## src/rtl/pwm_pkg.sv

```systemverilog
`timescale 1ns/1ps
`default_nettype none
// +--------------------------------------------------------------------------+
// | Package  : pwm_pkg                                                       |
// | Purpose  : Shared defaults, ramp FSM state type and the duty slew helper |
// |            for the switch-driven PWM duty conditioning stage.            |
// | Revision : 1.0 - initial release                                         |
// +--------------------------------------------------------------------------+
package pwm_pkg;

  localparam int SW_W_DEF  = 4;
  localparam int CBITS_DEF = 13;

  // Working width of duty_step; callers zero-extend into it and truncate back.
  localparam int DUTY_FN_W = 16;

  typedef enum logic [0:0] {
    IDLE = 1'b0,
    RAMP = 1'b1
  } ramp_state_t;

  // Next duty code one step toward tgt. Comparing before stepping means the
  // result never leaves the closed range between cur and tgt, so no wrap.
  function automatic logic [DUTY_FN_W-1:0] duty_step(
    input logic [DUTY_FN_W-1:0] cur,
    input logic [DUTY_FN_W-1:0] tgt
  );
    if (tgt > cur) begin
      return cur + DUTY_FN_W'(1);
    end else if (tgt < cur) begin
      return cur - DUTY_FN_W'(1);
    end else begin
      return cur;
    end
  endfunction

endpackage : pwm_pkg
`default_nettype wire

```

## src/rtl/sw_debounce.sv

```systemverilog
`timescale 1ns/1ps
`default_nettype none
// +--------------------------------------------------------------------------+
// | Module   : sw_debounce                                                   |
// | Purpose  : Two-flop synchroniser for the raw duty switches plus an       |
// |            optional stability filter producing the target duty code.     |
// | Macro    : PWM_DUTY_DEBOUNCE_EN - builds the stability filter.           |
// | Ports    : clk         in   clock, rising edge                           |
// |            rst_n       in   async active-low reset                       |
// |            sw_raw      in   raw switches, asynchronous to clk            |
// |            target_code out  filtered (or just synchronised) switch code  |
// | Revision : 1.0 - initial release                                         |
// +--------------------------------------------------------------------------+
module sw_debounce #(
  parameter int SW_W      = 4,
  parameter int DB_CYCLES = 1024
) (
  input  logic            clk,
  input  logic            rst_n,
  input  logic [SW_W-1:0] sw_raw,
  output logic [SW_W-1:0] target_code
);

  logic [SW_W-1:0] r_sync1;
  logic [SW_W-1:0] r_sync2;

  always_ff @(posedge clk or negedge rst_n) begin
    if (!rst_n) begin
      r_sync1 <= '0;
      r_sync2 <= '0;
    end else begin
      r_sync1 <= sw_raw;
      r_sync2 <= r_sync1;
    end
  end

`ifdef PWM_DUTY_DEBOUNCE_EN
  localparam int                 c_CNT_W    = $clog2(DB_CYCLES);
  localparam logic [c_CNT_W-1:0] c_CNT_MAX  = c_CNT_W'(DB_CYCLES - 1);
  // The edge that advances the counter to its maximum is the one that
  // loads, giving exactly DB_CYCLES stable cycles after the synchroniser.
  localparam logic [c_CNT_W-1:0] c_CNT_LOAD = c_CNT_W'(DB_CYCLES - 2);

  logic [SW_W-1:0]    r_prev;
  logic [c_CNT_W-1:0] r_cnt;
  logic [SW_W-1:0]    r_target;
  logic               w_stable;

  assign w_stable = (r_sync2 == r_prev);

  always_ff @(posedge clk or negedge rst_n) begin
    if (!rst_n) begin
      r_prev   <= '0;
      r_cnt    <= '0;
      r_target <= '0;
    end else begin
      r_prev <= r_sync2;
      if (!w_stable) begin
        r_cnt <= '0;
      end else begin
        // Saturate rather than wrap so a long-held value stays accepted.
        if (r_cnt != c_CNT_MAX) begin
          r_cnt <= r_cnt + c_CNT_W'(1);
        end
        if (r_cnt >= c_CNT_LOAD) begin
          r_target <= r_sync2;
        end
      end
    end
  end

  assign target_code = r_target;
`else
  // Filter disabled: the second synchroniser flop is the target register.
  assign target_code = r_sync2;
`endif

endmodule : sw_debounce
`default_nettype wire

```

## src/rtl/pwm_duty_ramp.sv

```systemverilog
`timescale 1ns/1ps
`default_nettype none
// +--------------------------------------------------------------------------+
// | Module   : pwm_duty_ramp                                                 |
// | Purpose  : Conditions the 4-bit duty switches and slews the PWM duty     |
// |            code one step at a time toward them, changing it only on a    |
// |            PWM period boundary.                                          |
// | Macro    : PWM_DUTY_DEBOUNCE_EN - enables the switch stability filter.   |
// | Ports    : clk          in   clock, rising edge                          |
// |            rst_n        in   async active-low reset                      |
// |            sw_raw       in   raw duty switches (asynchronous)            |
// |            duty_code    out  registered duty code for the PWM stage      |
// |            target_code  out  filtered switch value being ramped toward   |
// |            period_cnt   out  free-running PWM period counter             |
// |            period_start out  high while period_cnt is all-ones           |
// |            ramp_busy    out  high while duty_code != target_code         |
// | Revision : 1.0 - initial release                                         |
// +--------------------------------------------------------------------------+
module pwm_duty_ramp
  import pwm_pkg::*;
#(
  parameter int SW_W         = SW_W_DEF,
  parameter int CBITS        = CBITS_DEF,
  parameter int DB_CYCLES    = 1024,
  parameter int STEP_PERIODS = 1
) (
  input  logic             clk,
  input  logic             rst_n,
  input  logic [SW_W-1:0]  sw_raw,
  output logic [SW_W-1:0]  duty_code,
  output logic [SW_W-1:0]  target_code,
  output logic [CBITS-1:0] period_cnt,
  output logic             period_start,
  output logic             ramp_busy
);

  localparam int                 c_PER_W    = (STEP_PERIODS > 1) ? $clog2(STEP_PERIODS) : 1;
  localparam logic [c_PER_W-1:0] c_PER_LAST = c_PER_W'(STEP_PERIODS - 1);

  logic [SW_W-1:0]    w_target;
  logic [SW_W-1:0]    w_next;
  logic [CBITS-1:0]   r_period_cnt;
  logic [SW_W-1:0]    r_duty;
  logic [c_PER_W-1:0] r_per_cnt;
  ramp_state_t        r_state;

  sw_debounce #(
    .SW_W      (SW_W),
    .DB_CYCLES (DB_CYCLES)
  ) u_sw_debounce (
    .clk         (clk),
    .rst_n       (rst_n),
    .sw_raw      (sw_raw),
    .target_code (w_target)
  );

  always_ff @(posedge clk or negedge rst_n) begin
    if (!rst_n) begin
      r_period_cnt <= '0;
    end else begin
      r_period_cnt <= r_period_cnt + CBITS'(1);
    end
  end

  // Steps are taken on the edge leaving the all-ones count, so each new
  // code is in force for the whole of the following period.
  assign period_start = &r_period_cnt;

  assign w_next = SW_W'(duty_step(DUTY_FN_W'(r_duty), DUTY_FN_W'(w_target)));

  always_ff @(posedge clk or negedge rst_n) begin
    if (!rst_n) begin
      r_state   <= IDLE;
      r_per_cnt <= '0;
      r_duty    <= '0;
    end else begin
      case (r_state)
        IDLE: begin
          r_per_cnt <= '0;
          if (w_target != r_duty) begin
            r_state <= RAMP;
          end
        end
        RAMP: begin
          if (period_start) begin
            if (r_per_cnt == c_PER_LAST) begin
              r_per_cnt <= '0;
              // Direction is re-evaluated here against the live target; a
              // target that moved back onto the duty yields a hold and exit.
              r_duty    <= w_next;
              if (w_next == w_target) begin
                r_state <= IDLE;
              end
            end else begin
              r_per_cnt <= r_per_cnt + c_PER_W'(1);
            end
          end
        end
        default: begin
          r_state <= IDLE;
        end
      endcase
    end
  end

  assign duty_code   = r_duty;
  assign target_code = w_target;
  assign period_cnt  = r_period_cnt;
  assign ramp_busy   = (r_duty != w_target);

endmodule : pwm_duty_ramp
`default_nettype wire

```

## config.mk

```make
export PLATFORM = sky130hd
export DESIGN_NAME = pwm_duty_ramp
export DESIGN_NICKNAME = d
export VERILOG_FILES = /design/src/rtl/pwm_pkg.sv /design/src/rtl/sw_debounce.sv /design/src/rtl/pwm_duty_ramp.sv
export SDC_FILE = /design/constraint.sdc
export NUM_CORES = 1
export LEC_CHECK = 0
export ABC_CLOCK_PERIOD_IN_PS = 2310
export BUFFER_PORTS_ARGS = -buffer_cell sky130_fd_sc_hd__buf_2
export CORE_ASPECT_RATIO = 0.6
export CORE_MARGIN = 2
export CORE_UTILIZATION = 40
export CTS_BUF_LIST = sky130_fd_sc_hd__clkbuf_8
export CTS_CLUSTER_DIAMETER = 60
export DETAILED_ROUTE_END_ITERATION = 10
export GPL_TIMING_DRIVEN = 0
export PLACE_DENSITY = 0.74
export REMOVE_ABC_BUFFERS = 1
export SYNTH_ARGS = -nofsm -noshare
export SYNTH_HDL_FRONTEND = slang
export SYNTH_SLANG_ARGS = --single-unit
```

## constraint.sdc

```tcl
create_clock -name clk -period 2.31 [get_ports clk]
set_clock_uncertainty 0.15 [all_clocks]
set_input_delay 0.1155 -clock clk [delete_from_list [all_inputs] [get_ports clk]]
set_output_delay 0.1155 -clock clk [all_outputs]
set_load 0.005 [all_outputs]
```

==> results of run 1 <==
==> metal layers <==
layer / global-route usage, % / share of wire [%] / wire (µm) / up-vias
li1: - / - / - / 473
met1: 20.3 / 44 / 1230 / 477
met2: 31.4 / 49 / 1370 / 37
met3: 5.00 / 5.5 / 153 / 6
met4: 5.45 / 1.1 / 30 / 0
met5: 0 / 0 / 0 / -
==> logic make-up after synthesis <==
group           after synthesis  synth area share, %
compound gates               11                 6.55
simple gates                 39                 16.9
mux                           1                0.806
buf+inv                       7                 2.12
flops                        26                 52.4
fa+ha+maj                     7                 7.06
xor+xnor                     20                 14.1
==> flip-flops by register name (all words and copies together), names as in the netlist <==
register and cells:
duty_code 4, period_cnt 13, r_state 1, u_sw_debounce.r_sync1 4, u_sw_debounce.target_code 4
==> final timing paths <==
| kind | from | endpoint | slack, ps | cells past startpoint |
|---|---|---|---|---|
| max in group asynchronous | rst_n | duty_code[1] | 1380 | 2 |
| setup / recovery | duty_code[1] | r_state | -2 | 8 |
| min in group clk | u_sw_debounce.r_sync1[1] | u_sw_debounce.target_code[1] | 210 | 0 |
| hold / removal | rst_n | period_cnt[12] | 210 | 2 |
| setup reg to reg | duty_code[1] | r_state | -2 | 8 |
| hold reg to reg | u_sw_debounce.r_sync1[1] | u_sw_debounce.target_code[1] | 210 | 0 |
==> stage by stage <==
stage / cell area, µm² / power (mW)
final: 1710 / 0.794
after global routing: 1710 / 0.834
after CTS: 1680 / 0.796
after detailed placement: 1430 / 0.528
after global placement: 1430 / 0.526
after floorplan: 1240 / 0.504
==> where the power goes <==
part	switching (mW)	leakage [nW]	total (mW)	internal, mW
combinational	0.0420	0.489	0.0837	0.0416
sequential	0.00513	0.320	0.467	0.462
clock	0.127	0.0216	0.243	0.117
==> cell usage after synthesis <==
master,count,area share (%)
sky130_fd_sc_hd__a21o_1,1,0.61
sky130_fd_sc_hd__a21oi_1,3,1.2
sky130_fd_sc_hd__a311oi_1,1,0.71
sky130_fd_sc_hd__and2_1,1,0.50
sky130_fd_sc_hd__and3_1,8,4.0
sky130_fd_sc_hd__and4_4,1,0.91
sky130_fd_sc_hd__dfrtp_1,26,52
sky130_fd_sc_hd__ha_1,7,7.1
sky130_fd_sc_hd__inv_1,4,1.2
sky130_fd_sc_hd__inv_2,3,0.91
sky130_fd_sc_hd__mux2i_1,1,0.81
sky130_fd_sc_hd__nand2_1,11,3.3
sky130_fd_sc_hd__nand3_1,10,4.0
sky130_fd_sc_hd__nor2_1,2,0.61
sky130_fd_sc_hd__nor2b_1,1,0.50
sky130_fd_sc_hd__nor2b_2,1,0.71
sky130_fd_sc_hd__nor3_1,2,0.81
sky130_fd_sc_hd__nor4_2,1,1.0
sky130_fd_sc_hd__o211a_1,1,0.81
sky130_fd_sc_hd__o211ai_2,1,1.0
sky130_fd_sc_hd__o21ai_0,1,0.40
sky130_fd_sc_hd__o21ai_1,1,0.40
sky130_fd_sc_hd__o31ai_1,1,0.61
sky130_fd_sc_hd__o32a_1,1,0.81
sky130_fd_sc_hd__or3_1,1,0.50
sky130_fd_sc_hd__xnor2_1,14,9.9
sky130_fd_sc_hd__xor2_1,6,4.2
==> final cells by class <==
| type | count | share of cell area [%] |
|---|---|---|
| Inverter | 7 | 1.54 |
| Timing Repair Buffer | 44 | 16.0 |
| Sequential cell | 26 | 38.3 |
| Tap cell | 42 | 3.07 |
| Clock buffer | 3 | 2.42 |
| Multi-Input combinational cell | 78 | 38.7 |
==> what timing repair did <==
item,in CTS,in global routing
hold buffers,5,0
endpoints found under the hold margin,30,0
pin swaps,5,0
endpoints found under the setup margin,1,1
setup buffers,11,0
gates resized for setup,14,3
==> worst max-delay path, stage by stage, from the launching register on <==
cell                       delay (ps)
sky130_fd_sc_hd__dfrtp_2          420
sky130_fd_sc_hd__inv_2             90
sky130_fd_sc_hd__ha_4             210
sky130_fd_sc_hd__nor2b_4          150
sky130_fd_sc_hd__o211ai_4         220
sky130_fd_sc_hd__nand3_2          120
sky130_fd_sc_hd__and3_1           190
sky130_fd_sc_hd__or3_1            340
sky130_fd_sc_hd__o32a_1           330
==> cells in the final DEF, fill, tap and decap left out, types with 2 or more instances in the layout <==
master / n
sky130_fd_sc_hd__buf_4: 11
sky130_fd_sc_hd__dfrtp_2: 3
sky130_fd_sc_hd__inv_2: 5
sky130_fd_sc_hd__xnor2_1: 13
sky130_fd_sc_hd__nor3_1: 2
sky130_fd_sc_hd__inv_1: 2
sky130_fd_sc_hd__dlygate4sd3_1: 5
sky130_fd_sc_hd__ha_4: 3
sky130_fd_sc_hd__nor2_1: 2
sky130_fd_sc_hd__dfrtp_1: 23
sky130_fd_sc_hd__ha_1: 4
sky130_fd_sc_hd__nand2_1: 11
sky130_fd_sc_hd__buf_2: 28
sky130_fd_sc_hd__a21oi_1: 3
sky130_fd_sc_hd__clkbuf_8: 3
sky130_fd_sc_hd__and3_1: 8
sky130_fd_sc_hd__xor2_1: 6
sky130_fd_sc_hd__nand3_1: 9
==> results list, run 1 <==
* Run status: complete, but fails checks
* Violations in the final reports: negative setup slack
- Fill cells in the final layout number 238.
- In the final timing run, aggregate negative setup slack is -1.98 ps.
* Maximum count of clock buffers along a single path: 2
- Post-route clock period utilization: 100%
* Core Util, Final: 58.8%
* Worst VDD drop: 333 µV
- On the final layout, the worst hold slack is 207 ps.
* Slew headroom: 62.2%
* Clock Pin Slew Worst Setup and Hold Paths: 80 ps
* Number of remaining DRC errors: 0
- During I/O placement, the number of pins put on the boundary was 29.
- Number of H-tree branching levels: 1
- For this design the static power due to leakage is 0.830 nW.
* Power density cells: 465 nW/µm²
* Capturing element type of the critical path: flip-flop
- Biggest fanout along the worst timing path: 3
* Global-route usage over all layers: 17.0%
* Global-route wire length before repair: 4.54 mm
* Multi-input gate area: 662 µm²
- The detail route stage leaves a number of antenna-violating nets equal to 0.
* Post-synthesis cell type count: 27
- The die is 47.2 µm tall.
- A synthesized cell averages 11.2 µm².
- The count of cells in the finished layout, fillers not included, comes to 200.
- Count of inserted antenna diode cells: 0
* Setup violations, final: 1
* Fin worst setup slack: -1.98 ps
- Summing over every cut layer, the via total after detailed routing is 993.
- For this configuration, the core starts out at a cell density of 42.7%.
- Average via count per standard cell: 4.97
* Part of the Yosys area used for sequential elements: 52.4%
- Maximum achievable frequency: 0.433 GHz
- Width of the die: 75.9 µm
* Critical Path RT: 2320 ps
* Initial DRC Count: 57
- Clock tree synthesis found a total of 26 sinks.
- Total overflow reported by the global router: 0
* Input/output buffers: 28
- Before antenna repair, the detailed router went through 4 iterations.
- Number of antenna violations at the first check in global routing: 0
* Class of the worst hold path: primary input to async pin
* Worst slack at placement: -304 ps
- The number of clock buffers added by TritonCTS is 3.
- Yosys printed 0 warnings.
* Flop and latch count out of synthesis: 26
- CTS Root Buffer Type: sky130_fd_sc_hd__clkbuf_8
* Maximum capacitance violations: 0
- Clock insertion delay at the later pin of the skew report: 270 ps
- After floorplanning, the core was divided into 15 placement rows.
- HPWL reported at the end of detailed placement: 1.81 mm
* Post-layout minimum cycle time: 2310 ps
- Data on the critical path arrives at its endpoint at 2320 ps.
- Final hold violation count: 0
- Summing all flip-flop and latch instances after layout gives 654 µm².
* Clock tree from TritonCTS: yes
- Via count of the first global-routing pass: 976
- At the pin with the least slew margin, the transition time is 567 ps.
- Area of the core region: 2910 µm²
* Kind of critical path: flip-flop to flip-flop
- Mean routed wirelength per cell: 13.9 µm
- The net count of the finished layout is 173.
- Die Footprint: 3580 µm²
- The mapped netlist covers 1240 µm².
- Maximum number of pins on one net before global-route repair: 27
- Fraction of layout instances using a drive strength above 1: 39.2%
* Synth Instances: 111
* Final estimated routing congestion in global placement: 0.820
- Final Max Slew Viols: 0
- The worst setup path is launched from a flip-flop.
- Area grow syn2layout: 37.7%
- RSZ-0062 raised after global routing: true
- After detailed routing, the total wire length is 2.78 mm.
- Count of placed standard cells including taps: 181
(Power assumes the default switching activity.)
==> inputs of run 2 (changes only) <==
--- a/config.mk
+++ b/config.mk
@@ -12,10 +12,12 @@
 export CORE_UTILIZATION = 40
 export CTS_BUF_LIST = sky130_fd_sc_hd__clkbuf_8
 export CTS_CLUSTER_DIAMETER = 60
+export CTS_CLUSTER_SIZE = 10
 export DETAILED_ROUTE_END_ITERATION = 10
 export GPL_TIMING_DRIVEN = 0
-export PLACE_DENSITY = 0.74
+export PLACE_DENSITY = 0.73
 export REMOVE_ABC_BUFFERS = 1
 export SYNTH_ARGS = -nofsm -noshare
 export SYNTH_HDL_FRONTEND = slang
+export SYNTH_HIERARCHICAL = 1
 export SYNTH_SLANG_ARGS = --single-unit
==> results list, run 2 <==
* Run status: completed (was complete, but fails checks)
- The endpoint kind of the worst setup timing path is a flip-flop (unchanged).
* Setup violations, final: 0 (was 1)
- Max stage delay on crit path: 420 ps (about the same)
* Routed Wire Length: 2.57 mm (was 2.78 mm)
- Maximum number of pins on one net before global-route repair: 27 (unchanged)
- CP top delay family: compound AO/OA/AOI/OAI gates (was simple AND/OR/NAND/NOR gates)
- The average size of a mapped cell is 10.7 µm² (was 11.2 µm²).
- Most used cells in the layout excluding fill and tap cells: sky130_fd_sc_hd__buf_2 (28), sky130_fd_sc_hd__dfrtp_1 (25), sky130_fd_sc_hd__xnor2_1 (15) (was sky130_fd_sc_hd__buf_2 (28), sky130_fd_sc_hd__dfrtp_1 (23), sky130_fd_sc_hd__xnor2_1 (13)).
- Most common cell after layout, fill and taps aside: sky130_fd_sc_hd__buf_2 (unchanged)
* RSZ-0062 raised after global routing: false (was true)
- The initial antenna violation count came to 0 (unchanged).
- The count of non-filler cells in the finished layout came to 198 (was 200).
- The maximum count of clock buffers along a single path was 2 (unchanged).
* Final estimated routing congestion in global placement: 0.822 (was 0.820)
* Final Max Slew Viols: 0 (unchanged)
- Standby leakage power: 0.773 nW (was 0.830 nW)
- Area of the core region: 2950 µm² (was 2910 µm²)
- The total inserted antenna cells is 0 (unchanged).
- Leading cell types by count after synthesis: sky130_fd_sc_hd__dfrtp_1 (26), sky130_fd_sc_hd__xnor2_1 (15), sky130_fd_sc_hd__nor2_1 (12) (was sky130_fd_sc_hd__dfrtp_1 (26), sky130_fd_sc_hd__xnor2_1 (14), sky130_fd_sc_hd__nand2_1 (11))
- CTS Root Buffer Type: sky130_fd_sc_hd__clkbuf_8 (unchanged)
* Launching element type of the critical path: flip-flop (unchanged)
- Yosys top cell area share: 50.9% (was 52.4%)
- The power per cell area is 563 nW/µm² (was 465 nW/µm²).
- The CTS buffer count is 3 (unchanged).
- The library cell with the highest instance count after synthesis was sky130_fd_sc_hd__dfrtp_1 (unchanged).
- Critical Path RT: 2360 ps (was 2320 ps)
- Flop and latch count out of synthesis: 26 (unchanged)
- Chain of cells forming the critical path: inv_1 > ha_1 > o21ai_1 > a21oi_1 > or2_4 > o311ai_1 > a21oi_1 > a31oi_1 (was inv_2 > ha_4 > nor2b_4 > o211ai_4 > nand3_2 > and3_1 > or3_1 > o32a_1).
- The wire length of the first global-routing pass came to 3.95 mm (was 4.54 mm).
- Biggest fanout along the worst timing path: 7 (was 3)
- Fraction of layout instances using a drive strength above 1: 24.4% (was 39.2%)
- The design area was 1600 µm² (was 1710 µm²).
- The die boundary height came to 47.8 µm (was 47.2 µm).
- The die area is 3680 µm² (was 3580 µm²).
- HPWL reported at the end of detailed placement: 1.89 mm (was 1.81 mm)
- The cell type with the largest total area after synthesis is sky130_fd_sc_hd__dfrtp_1 (unchanged).
- Area contributors post-synth: sky130_fd_sc_hd__dfrtp_1 (51%), sky130_fd_sc_hd__xnor2_1 (10%), sky130_fd_sc_hd__ha_1 (6.9%) (was sky130_fd_sc_hd__dfrtp_1 (52%), sky130_fd_sc_hd__xnor2_1 (9.9%), sky130_fd_sc_hd__ha_1 (7.1%))
- The number of hold violations in the final report came to 0 (unchanged).
* Warning count from the yosys run: 6 (was 0)
- The I/O pin total is 29 (unchanged).
* Clock insertion delay at the later pin of the skew report: 270 ps (about the same)
* Post-synth top flop: sky130_fd_sc_hd__dfrtp_1 (unchanged)
- Number of H-tree branching levels: 1 (unchanged)
* Kind of critical path: flip-flop to flip-flop (unchanged)
- The cell count after synthesis was 119 (was 111).
* Worst VDD drop: 413 µV (was 333 µV)
* Sink count of the clock tree: 26 (unchanged)
- The data arrival at the endpoint of the critical path came to 2210 ps (was 2320 ps).
- The post-layout total power was 0.901 mW (was 0.794 mW).
- The least setup slack across all paths after layout is 148 ps (was -1.98 ps).
- Flip-flop count of the largest register after layout: 13 (unchanged)
- Area grow syn2layout: 25.3% (was 37.7%)
- Mean routed wirelength per cell: 13.0 µm (was 13.9 µm)
- Slew headroom: 63.1% (was 62.2%)
- The final critical path time including I/O delays and setup came to 2160 ps (was 2310 ps).
- The post-route DRC violation count was 0 (unchanged).
* Pre-Repair DR Iteration Count: 4 (unchanged)
* Via count of the first global-routing pass: 877 (was 976)
- Clock Pin Slew Worst Setup and Hold Paths: 90 ps (was 80 ps)
- The cell area after synthesis is 1280 µm² (was 1240 µm²).
- The class of the tightest hold or removal check is primary input to async pin (unchanged).
- Initial core utilization: 43.4% (was 42.7%)
* Worst Max-Slew Pin Slew: 553 ps (was 567 ps)
- The post-placement worst setup slack was -4.27 ps (was -304 ps).
- The number of cells after detailed placement is 188 (was 181).
* Via count of the routed design: 970 (was 993)
- The number of enable flip-flop cells after synthesis was 0 (unchanged).
- The remaining global-route overflow was 0 (unchanged).
- Initial DRC Count: 74 (was 57)
- The number of unique standard cell types used by synthesis came to 29 (was 27).
- The number of port buffers was 28 (unchanged).
- Maximum achievable frequency: 0.463 GHz (was 0.433 GHz)
- The chip width was 77.0 µm (was 75.9 µm).
- The number of max-cap violations came to 0 (unchanged).
- The number of nets at the end of the flow is 170 (was 173).
- Post-route clock period utilization: 93.6% (was 100%)
* Placed cell areas: 1460 µm² (was 1430 µm²)
- The post-detailed-route via-to-cell ratio was 4.90 (was 4.97).
- Residual antenna-violating net count after detailed routing: 0 (unchanged)
- The fraction of synthesis flops using an asynchronous set or reset pin is 100% (unchanged).
- Clock tree from TritonCTS: yes (unchanged)
- Slowest CP cell: sky130_fd_sc_hd__dfrtp_1 (was sky130_fd_sc_hd__dfrtp_2)
* Buffers & Inverters on Critical Path: 1 (unchanged)
- Part of the Yosys area used for sequential elements: 50.9% (was 52.4%)
* Most prevalent standard cell on the critical path: sky130_fd_sc_hd__a21oi_1
- Site row count: 15 (unchanged)
* Global-route usage over all layers: 14.2% (was 17.0%)
-- run 2: changes by cell type in the layout (fill, tap and decap cells not counted), sizes merged, moves of 2 or more --
cell	delta
o311ai	+2
nand3	-4
nor3	+2
a31oi	+2
xor2	-2
nor2	+10
nand4	+2
nand2	-2
buf	-10
nor2b	-2
-- run 2: area by class of cell --
class / instances / area [µm²]
fillers: 263 / 1350
clock buffers: 3 / 41.3
repair buffers: 34 / 198
well taps: 42 / 52.6
flip-flops and latches: 26 / 652
clock inverters: 1 / 30.0
inverters: 7 / 26.3
multi-input cells: 85 / 601
-- run 2: final timing paths --
path / startpoint / cells past startpoint / slack (ps) / endpoint
worst max-delay path: duty_code[2] / 8 / 150 / r_state
worst min-delay path: rst_n / 2 / 210 / period_cnt[11]
min in group clk: u_sw_debounce/r_sync1[2] / 0 / 210 / u_sw_debounce/target_code[2]
max in group asynchronous: rst_n / 2 / 1410 / duty_code[1]
worst min register to register: u_sw_debounce/r_sync1[2] / 0 / 210 / u_sw_debounce/target_code[2]
worst max register to register: duty_code[2] / 8 / 150 / r_state
-- run 2: metrics by stage --
step                TNS (ps)  utilization, %  hold WS (ps)
floorplan                  0               -          -330
CTS                        0            54.0           208
global route               0            54.3           214
finish                     0            54.3           206
detailed placement     -4.27            49.5         -12.3
global placement           0            49.5         -15.5
-- run 2: cell families (layout without fill, tap and decap cells) --
family	after synthesis	count (layout)	synth area share [%]
buffers and inverters	8	45	2.94
AND/OR/NAND/NOR	44	44	17.4
AO/OA/AOI/OAI	15	15	8.82
flip-flops	26	26	50.9
adder cells (fa/ha/maj)	7	7	6.86
XOR/XNOR	19	19	13.0
-- run 2: timing repair --
action                                  in CTS  in global routing
endpoints found under the hold margin       30                  0
endpoints found under the setup margin       1                  3
gates resized for setup                      2                  1
hold buffers                                 5                  0
buffers inserted                             0                  1
-- run 2: metal layers --
layer | routed length (µm) | global-route usage [%] | share of wire, % | vias up
li1 | - | - | - | 480
met1 | 1290 | 20.4 | 50 | 442
met2 | 1060 | 20.0 | 41 | 44
met3 | 199 | 5.28 | 7.7 | 4
met4 | 19 | 4.36 | 0.74 | 0
met5 | 0 | 0 | 0 | -
-- run 2: where the power goes --
part,switching (mW),internal [mW]
clock,0.142,0.232
combinational,0.0338,0.0271
sequential,0.00477,0.462
total,0.180,0.721
==> inputs of run 3 (changes only) <==
--- a/config.mk
+++ b/config.mk
@@ -7,15 +7,17 @@
 export LEC_CHECK = 0
 export ABC_CLOCK_PERIOD_IN_PS = 2310
 export BUFFER_PORTS_ARGS = -buffer_cell sky130_fd_sc_hd__buf_2
+export CELL_PAD_IN_SITES_DETAIL_PLACEMENT = 0
+export CELL_PAD_IN_SITES_GLOBAL_PLACEMENT = 1
 export CORE_ASPECT_RATIO = 0.6
 export CORE_MARGIN = 2
-export CORE_UTILIZATION = 40
+export CORE_UTILIZATION = 38
 export CTS_BUF_LIST = sky130_fd_sc_hd__clkbuf_8
 export CTS_CLUSTER_DIAMETER = 60
 export CTS_CLUSTER_SIZE = 10
 export DETAILED_ROUTE_END_ITERATION = 10
 export GPL_TIMING_DRIVEN = 0
-export PLACE_DENSITY = 0.73
+export PLACE_DENSITY = 0.85
 export REMOVE_ABC_BUFFERS = 1
 export SYNTH_ARGS = -nofsm -noshare
 export SYNTH_HDL_FRONTEND = slang
==> results list, run 3 (same netlist as run 2, synthesis figures left out) <==
* CTS Root Buffer Type: sky130_fd_sc_hd__clkbuf_8 (unchanged)
* Final hold violation count: 0 (unchanged)
* Routed Wire Length: 2.52 mm (was 2.57 mm)
- Worst VDD drop: 305 µV (was 413 µV)
- The effective utilization at floorplan is 39.4% (was 43.4%).
- The die area was 3860 µm² (was 3680 µm²).
* Post-route clock period utilization: 94.3% (was 93.6%)
- The total met2 wirelength after detailed routing came to 1.07 mm (was 1.06 mm).
- The most common cell after layout, fill and taps aside is sky130_fd_sc_hd__buf_2 (unchanged).
- Highest routing layer actually used: met3 (was met4)
- The area of the placeable core came to 3240 µm² (was 2950 µm²).
- The power per cell area came to 560 nW/µm² (was 563 nW/µm²).
* Startpoint of the most critical setup path: duty_code[1] (was duty_code[2])
- The minimum setup slack among reg-to-reg paths is 130 ps (was 150 ps).
* Maximum number of pins on one net before global-route repair: 27 (unchanged)
* Maximum capacitance violations: 0 (unchanged)
* RSZ-0062 raised after global routing: true (was false)
- The share of total power in the clock network is 41.4% (was 41.5%).
- The startpoint of the lowest-slack register-to-register path is duty_code[1] (was duty_code[2]).
- The clock network latency to the later pin of the worst-skew pair came to 270 ps (about the same).
* Wire length on met1: 1.30 mm (was 1.29 mm)
* Arrival @ worst endpoint: 2220 ps (was 2210 ps)
* HPWL reported at the end of detailed placement: 1.93 mm (was 1.89 mm)
- The slew at the pin closest to its max-slew limit is 562 ps (was 553 ps).
- The critical setup path kind is flip-flop to flip-flop (unchanged).
- Layout fillers: 306 (was 263)
- The post-route DRC violation count came to 0 (unchanged).
* Number of cells on the worst reg-to-reg path: 8 (unchanged)
- The share of final-layout standard cells stronger than drive strength 1 came to 25.8% (was 24.4%).
- The total inserted antenna cells is 0 (unchanged).
- The final critical path time including I/O delays and setup is 2180 ps (was 2160 ps).
* Number of nets at the end of the flow: 169 (was 170)
- Layout Cells excl Fill: 200 (was 198)
- The chip width was 78.9 µm (was 77.0 µm).
- The maximum count of clock buffers along a single path is 2 (unchanged).
* Via count of the routed design: 956 (was 970)
- Count of placed standard cells including taps: 191 (was 188)
* Residual antenna-violating net count after detailed routing: 0 (unchanged)
- The area taken by flip-flops and latches came to 654 µm² (was 652 µm²).
- The site row count is 16 (was 15).
- Pre-Repair DR Iteration Count: 4 (unchanged)
- The standby leakage power was 0.763 nW (was 0.773 nW).
- The number of pins exceeding their max-slew limit in the final report was 0 (unchanged).
* Switching Fraction: 20.0% (about the same)
- Clock Pin Slew Worst Setup and Hold Paths: 90 ps (about the same)
- Multi-input gate area: 608 µm² (was 601 µm²)
- Critical Path RT: 2350 ps (was 2360 ps)
- Slew headroom: 62.5% (was 63.1%)
- The remaining global-route overflow came to 0 (unchanged).
- The number of flip-flops under the largest register name was 13 (unchanged).
- The global router's overall resource usage was 14.0% (was 14.2%).
- The CTS H-tree depth was 1 (unchanged).
- Worst hold slack after final layout: 209 ps (was 206 ps)
* Biggest fanout along the worst timing path: 7 (unchanged)
* Number of antenna violations at the first check in global routing: 0 (unchanged)
- The total of endpoints with negative setup slack in the final report is 0 (unchanged).
- The number of port buffers was 28 (unchanged).
* Capturing element type of the critical path: flip-flop (unchanged)
- The terminus of the critical flop-to-flop path is r_state (unchanged).
- Switching Power: 0.180 mW (about the same)
- The area added between synthesis and finish came to 25.8% (was 25.3%).
- Class of the worst hold path: primary input to async pin (unchanged)
- Launching element type of the critical path: flip-flop (unchanged)
- Final estimated routing congestion in global placement: 0.792 (was 0.822)
* Number of ports placed on the die boundary: 29 (unchanged)
* Sink count of the clock tree: 26 (unchanged)
* Via count of the first global-routing pass: 893 (was 877)
- Global-route wire length before repair: 4.27 mm (was 3.95 mm)
- The combinational fraction of design power was 6.7% (was 6.8%).
- Routed length on met3: 146 µm (was 199 µm)
- Mean routed wirelength per cell: 12.6 µm (was 13.0 µm)
- The sequential cell fraction of total power came to 51.8% (about the same).
* Vertical die dimension: 48.9 µm (was 47.8 µm)
- The maximum operating frequency came to 0.459 GHz (was 0.463 GHz).
- The number of DRC violations after detailed-routing iteration 0 is 75 (was 74).
* Number of CTS-inserted buffers: 3 (unchanged)
- Average via count per standard cell: 4.78 (was 4.90)
- Internal power of the cells: 0.721 mW (about the same)
- The clock tree from TritonCTS is yes (unchanged).
* Run status: completed (unchanged)
* Most used cells in the layout excluding fill and tap cells: sky130_fd_sc_hd__buf_2 (28), sky130_fd_sc_hd__dfrtp_1 (23), sky130_fd_sc_hd__xnor2_1 (15) (was sky130_fd_sc_hd__buf_2 (28), sky130_fd_sc_hd__dfrtp_1 (25), sky130_fd_sc_hd__xnor2_1 (15))
## run 3: changes by cell type in the layout (fill, tap and decap cells not counted), sizes merged
| cell | before | now |
|---|---|---|
| buf | 29 | 28 |
## run 3: critical path: stages, from the launching register on
cell and delay, ps:
sky130_fd_sc_hd__dfrtp_2 430, sky130_fd_sc_hd__inv_1 100, sky130_fd_sc_hd__ha_1 350, sky130_fd_sc_hd__nand2b_1 90
sky130_fd_sc_hd__a21oi_1 120, sky130_fd_sc_hd__or2_4 300, sky130_fd_sc_hd__o311ai_2 280, sky130_fd_sc_hd__a21oi_1 80
sky130_fd_sc_hd__a31oi_1 190
## run 3: stage by stage
| step | TNS [ps] | utilization, % | instance area [µm²] | total power [mW] | setup WS [ps] |
|---|---|---|---|---|---|
| floorplan | 0 | - | 1270 | 0.504 | 296 |
| global placement | 0 | 45.1 | 1460 | 0.526 | 20.7 |
| detailed placement | -30.1 | 45.1 | 1460 | 0.528 | -30.1 |
| CTS | 0 | 49.2 | 1590 | 0.916 | 38.9 |
| global route | -2.99 | 49.5 | 1610 | 0.947 | -2.99 |
| finish | 0 | 49.5 | 1610 | 0.900 | 132 |
## run 3: worst max-delay path by stage
stage / end / depth (start not counted)
CTS: r_state / 8
global placement: r_state / 7
floorplan: r_state / 8
global route: r_state / 7
detailed placement: r_state / 7
finish: r_state / 8
## run 3: area by class of cell
class                           instances  area share [%]
Sequential cell                        26            40.7
Timing Repair Buffer                   33            11.8
Tap cell                               45            3.50
Clock inverter                          1            1.87
Inverter                                7            1.64
Clock buffer                            3            2.57
Multi-Input combinational cell         85            37.9
## run 3: timing repair
action	4_1_cts	5_1_grt
endpoints found under the hold margin	30	0
setup endpoints to repair	1	4
resized for setup	2	4
pin swaps	0	1
hold buffers	5	0
buffers inserted	0	0
## run 3: power by group through the flow
stage               logic, mW  clock network [mW]  registers, mW
floorplan              0.0286                   0          0.475
global placement       0.0505                   0          0.476
detailed placement     0.0517                   0          0.476
CTS                    0.0601               0.389          0.467
global route           0.0677               0.411          0.468
finish                 0.0607               0.373          0.467
## run 3: per-layer routing
layer | GRT usage [%] | vias up
met2 | 20.7 | 35
met3 | 4.07 | 0
li1 | - | 478
met4 | 0 | 0
met1 | 21.6 | 443
met5 | 0 | -
